[src/rtl/uart_alu_sequencer.sv]
// uart_alu_sequencer: pops operand A, operand B and an opcode from the RX FIFO,
// drives the ALU, latches the result and pushes it (plus optional flags) to TX.
//
// Ports:
//   clk             system clock, rising edge
//   i_reset         synchronous active-low reset
//   i_rx_data       RX FIFO head word (first-word fall-through)
//   i_rx_empty      RX FIFO empty
//   o_rd            RX FIFO pop strobe
//   i_tx_full       TX FIFO full
//   o_wr            TX FIFO push strobe
//   o_tx_data       word presented to the TX FIFO
//   i_tx_done_tick  UART TX finished one word
//   o_op_a/o_op_b   ALU operands
//   o_op_code       ALU opcode (low NB_OP bits of the third word)
//   i_alu_result    ALU result (combinational)
//   i_alu_carry     ALU carry/borrow out
//   o_busy          high whenever not waiting for operand A
//   o_timeout       one-cycle pulse when a partial frame is abandoned
module uart_alu_sequencer #(
    parameter int NB_DATA    = 8,
    parameter int NB_OP      = 6,
    parameter int SEND_FLAGS = 0,
    parameter int TIMEOUT    = 0
) (
    input  logic               clk,
    input  logic               i_reset,
    input  logic [NB_DATA-1:0] i_rx_data,
    input  logic               i_rx_empty,
    output logic               o_rd,
    input  logic               i_tx_full,
    output logic               o_wr,
    output logic [NB_DATA-1:0] o_tx_data,
    input  logic               i_tx_done_tick,
    output logic [NB_DATA-1:0] o_op_a,
    output logic [NB_DATA-1:0] o_op_b,
    output logic [NB_OP-1:0]   o_op_code,
    input  logic [NB_DATA-1:0] i_alu_result,
    input  logic               i_alu_carry,
    output logic               o_busy,
    output logic               o_timeout
);

    typedef enum logic [2:0] {
        GET_A, GET_B, GET_OP, EXEC,
        SEND_RES, WAIT_RES, SEND_FLG, WAIT_FLG
    } state_t;

    localparam int NB_WD = (TIMEOUT > 1) ? $clog2(TIMEOUT) : 1;
    localparam logic [NB_WD-1:0] WD_LAST =
        NB_WD'((TIMEOUT > 0) ? TIMEOUT - 1 : 0);

    state_t             state;
    state_t             state_next;
    logic [NB_DATA-1:0] result;
    logic [NB_DATA-1:0] flags;
    logic [NB_WD-1:0]   wd_cnt;
    logic               getting;
    logic               waiting;
    logic               sending;
    logic               pop;
    logic               push;
    logic               wd_fire;

    assign getting = (state == GET_A) || (state == GET_B) || (state == GET_OP);
    assign waiting = (state == GET_B) || (state == GET_OP);
    assign sending = (state == SEND_RES) || (state == SEND_FLG);

    // Strobes are gated by reset so a word is never lost on the reset edge.
    assign pop  = i_reset && getting && !i_rx_empty;
    assign push = i_reset && sending && !i_tx_full;

    // A word arriving on the last tolerated cycle wins over the watchdog.
    assign wd_fire = (TIMEOUT != 0) && waiting && i_rx_empty
                     && (wd_cnt == WD_LAST);

    always_ff @(posedge clk) begin
        if (!i_reset) begin
            state <= GET_A;
        end else begin
            state <= state_next;
        end
    end

    always_comb begin
        state_next = state;
        unique case (state)
            GET_A:    if (pop) state_next = GET_B;
            GET_B:    if (pop) state_next = GET_OP;
                      else if (wd_fire) state_next = GET_A;
            GET_OP:   if (pop) state_next = EXEC;
                      else if (wd_fire) state_next = GET_A;
            EXEC:     state_next = SEND_RES;
            SEND_RES: if (push) state_next = WAIT_RES;
            WAIT_RES: if (i_tx_done_tick)
                          state_next = (SEND_FLAGS != 0) ? SEND_FLG : GET_A;
            SEND_FLG: if (push) state_next = WAIT_FLG;
            WAIT_FLG: if (i_tx_done_tick) state_next = GET_A;
            default:  state_next = GET_A;
        endcase
    end

    always_comb begin
        o_rd      = pop;
        o_wr      = push;
        o_busy    = (state != GET_A);
        o_tx_data = ((state == SEND_FLG) || (state == WAIT_FLG)) ? flags : result;
    end

    always_ff @(posedge clk) begin
        if (!i_reset) begin
            o_op_a    <= '0;
            o_op_b    <= '0;
            o_op_code <= '0;
            result    <= '0;
            flags     <= '0;
            wd_cnt    <= '0;
            o_timeout <= 1'b0;
        end else begin
            o_timeout <= wd_fire;
            if (pop) begin
                unique case (state)
                    GET_A:   o_op_a    <= i_rx_data;
                    GET_B:   o_op_b    <= i_rx_data;
                    GET_OP:  o_op_code <= i_rx_data[NB_OP-1:0];
                    default: ;
                endcase
            end
            if (wd_fire) begin
                o_op_a <= '0;
            end
            if (state == EXEC) begin
                result <= i_alu_result;
                flags  <= {{(NB_DATA-2){1'b0}}, i_alu_carry, ~|i_alu_result};
            end
            if (pop || wd_fire || !waiting || (TIMEOUT == 0)) begin
                wd_cnt <= '0;
            end else begin
                wd_cnt <= wd_cnt + NB_WD'(1);
            end
        end
    end

endmodule

[config.mk]
export PLATFORM = sky130hd
export DESIGN_NAME = uart_alu_sequencer
export DESIGN_NICKNAME = d
export VERILOG_FILES = /design/src/rtl/uart_alu_sequencer.sv
export SDC_FILE = /design/constraint.sdc
export NUM_CORES = 1
export LEC_CHECK = 0
export ABC_AREA = 0
export BUFFER_PORTS_ARGS = -buffer_cell sky130_fd_sc_hd__buf_2
export CAP_MARGIN = 20
export CORE_MARGIN = 8
export CORE_UTILIZATION = 38
export DETAILED_ROUTE_END_ITERATION = 12
export PLACE_DENSITY = 0.67
export SYNTH_ARGS = -nofsm -noshare
export SYNTH_HDL_FRONTEND = slang
export SYNTH_SLANG_ARGS = --single-unit
[constraint.sdc]
create_clock -name clk -period 1.55 [get_ports clk]
set_clock_uncertainty 0.2 [all_clocks]
set_input_delay 0.0775 -clock clk [delete_from_list [all_inputs] [get_ports clk]]
set_output_delay 0.0775 -clock clk [all_outputs]
set_load 0.01 [all_outputs]
==> flow_metrics.tcl <==
set metrics [dict create \
    drive_gt1_share_pct 34.5 \
    setup-violations-final 0 \
    syn_avg_cell_area_sq_um 8.79 \
    grt_pass1_vias 1543 \
    start_util_pct 39.0 \
    maxCapViolCount 0 \
    vias 1510 \
    synthFlopType "dfxtp_1" \
    p_comb_share_pct 17.0 \
    seqCellArea_sq_um 712 \
    cts_htree_levels 2 \
    placed_area_sq_um 1850 \
    p_leak_uw 0.000990 \
    portBuffers 54 \
    dieHeight_um 79.6 \
    clk_latency_ns 0.27 \
    finalHoldViolCount 0 \
    peakVddDrop_mv 0.539 \
    drt-vias-per-instance 4.95 \
    arrival_ns 1.25 \
    criticalPathCategory "reg2out" \
    grt_pass1_wl_um 7080 \
    rows 23 \
    synthCells 175 \
    cts.sinks 35 \
    outcome "finished clean" \
    synth_edf_count 0 \
    max_clock_freq_ghz 0.656 \
    internal-power_uw 1450 \
    sw_frac_of_total_pct 24.8 \
    multi_input_area_sq_um 759 \
    yosysTopAreaCell "dfxtp_1" \
    synthTopCellsByArea "dfxtp_1, nand2_1, a32o_1" \
    wl_per_cell_um 14.0 \
    fin_crit_sh_pct 98.4 \
    r2r_cells 4 \
    netlist-cell-type-count 33 \
    fin_util_pct 56.0 \
    final_area_sq_um 2210 \
    nets 277 \
    die_area_sq_um 6340 \
    synth_top_area_share_pct 45.6 \
    grt_usage_pct 13.7 \
    clock-root-buffer "clkbuf_8" \
    final_antenna_net_count 0 \
    hpwlAfterDp_um 2800 \
    ys_seq_elements 35 \
    hold_depth 4 \
    placed_cells 275 \
    grt_antenna_before_repair 0 \
    syn_to_final_growth_pct 43.6 \
    clk_path_buf_depth 2 \
    place_congestion 0.721 \
    crit_path_start_kind "flop" \
    seqPwrFrac_pct 49.7 \
    netSwitchingPower_uw 480 \
    required_ns 1.27 \
    report.final.slew_viol_count 0 \
    fp.dieW_um 79.6 \
    cp_max_fo 4 \
    instances_no_fill 305 \
    ys_warn_count 0 \
    synthesis.area_sq_um 1540 \
    num_antenna_cells 0 \
    power_uw 1930 \
    drc 0 \
    pwr-share-clk_pct 33.4 \
    firstDrtPassIters 4 \
    gr-total-overflow 0 \
    tritoncts "built" \
    fin_crit_ns 1.53 \
    endpoint_kind "output pin" \
    yosysSeqAreaShare_pct 45.6 \
    clk_pin_slew_worst_paths_ns 0.07 \
    wl_um 4270 \
    core_area_sq_um 3940 \
    power.density_nw_per_um2 874 \
    drtIter0Drc 121 \
    nFillCells 343 \
    ioPinCount 56 \
    cts_buffers 5 \
    async_flop_share_pct 0 \
    grt_start_max_net_pins 23 \
    syn_nets 197 \
    grt_setup_unrepaired "true" \
    hold_path.class "in2reg" \
]
==> through the flow <==
step / setup WS [ns] / TNS [ns] / hold WS, ns
after floorplan: 0.207 / 0 / 0.00687
after global placement: 0.0558 / 0 / 0.137
after detailed placement: 0.0607 / 0 / 0.137
after CTS: -0.00776 / -0.0141 / 0.00817
after global routing: -0.0297 / -0.0743 / 0.0157
final: 0.0246 / 0 / 0.00433
==> cell usage in the layout (no fill, tap or decap), drive strengths merged <==
| master | n |
|---|---|
| and3b | 2 |
| a21boi | 11 |
| nand3 | 7 |
| a31oi | 1 |
| nor2 | 2 |
| dfxtp | 35 |
| mux2i | 1 |
| clkbuf | 6 |
| nor4b | 1 |
| nand3b | 1 |
| clkinv | 1 |
| nor4 | 2 |
| conb | 1 |
| a32o | 8 |
| nor3b | 1 |
| and2 | 7 |
| mux2 | 2 |
| nand2 | 45 |
| o22ai | 8 |
| dlygate4sd3 | 20 |
| or3 | 1 |
| buf | 68 |
| nand2b | 2 |
| nor4bb | 1 |
| o21a | 1 |
| nand4 | 1 |
| nor2b | 11 |
| o21ai | 7 |
| a21oi | 1 |
==> routing by layer <==
metal	GRT usage (%)	wire, um	vias to the layer above
met5	0	0	-
met4	5.00	59	0
met3	4.17	221	4
met2	22.2	2070	40
met1	16.5	1930	703
li1	-	-	763
==> cells in the mapped netlist, drive strengths merged, types with 7 or more instances <==
cell and number:
nand2 45, dfxtp 35, buf 14, a21boi 11, nor2b 11, a32o 8
o22ai 8, and2 7, nand3 7, o21ai 7
==> worst paths after layout <==
kind / to / slack, ns / from
max: o_busy / 0.02 / state[0]
min reg2reg: result[4] / 0.25 / result[4]
max reg2reg: o_op_a[5] / 0.05 / state[2]
min: state[0] / 0.004 / i_rx_empty
==> flip-flops by register name, indices dropped and copies added, names as in the netlist <==
name       flops
flags          2
o_op_a         8
o_op_b         8
o_op_code      6
result         8
state          3
==> power by group through the flow <==
| stage | clock [uW] | combinational (uW) | sequential (uW) |
|---|---|---|---|
| 6_report | 644 | 327 | 959 |
| 5_1_grt | 720 | 357 | 962 |
| 4_1_cts | 666 | 322 | 957 |
| 3_5_place_dp | 0 | 263 | 983 |
| 3_3_place_gp | 0 | 260 | 983 |
| 2_1_floorplan | 0 | 150 | 990 |
==> cell families after synthesis <==
family | share of synthesized area, %
AND/OR/NAND/NOR | 28.1
flip-flops | 45.6
other | 0.244
buffers and inverters | 6.67
AO/OA/AOI/OAI | 17.3
multiplexers | 2.12
==> area by class of cell <==
class                           count  share of cell area (%)
Sequential cell                    35                    32.2
Multi-Input combinational cell    125                    34.4
Clock buffer                        6                    3.74
Tap cell                           50                    2.83
Timing Repair Buffer               88                    26.6
Clock inverter                      1                   0.227
==> timing repair <==
action                                  4_1_cts  5_1_grt
buffers inserted                              3        1
endpoints found under the setup margin       10       18
pin swaps                                     2        2
gates resized for setup                      13        4
hold buffers                                 20        0
hold endpoints to repair                     34        0
==> worst max-delay path: stages (launching register included) <==
cell     delay, ns
dfxtp_4       0.35
buf_6         0.12
or3_1         0.36
buf_2         0.15
Note: power is estimated with default switching activity, not from simulation.
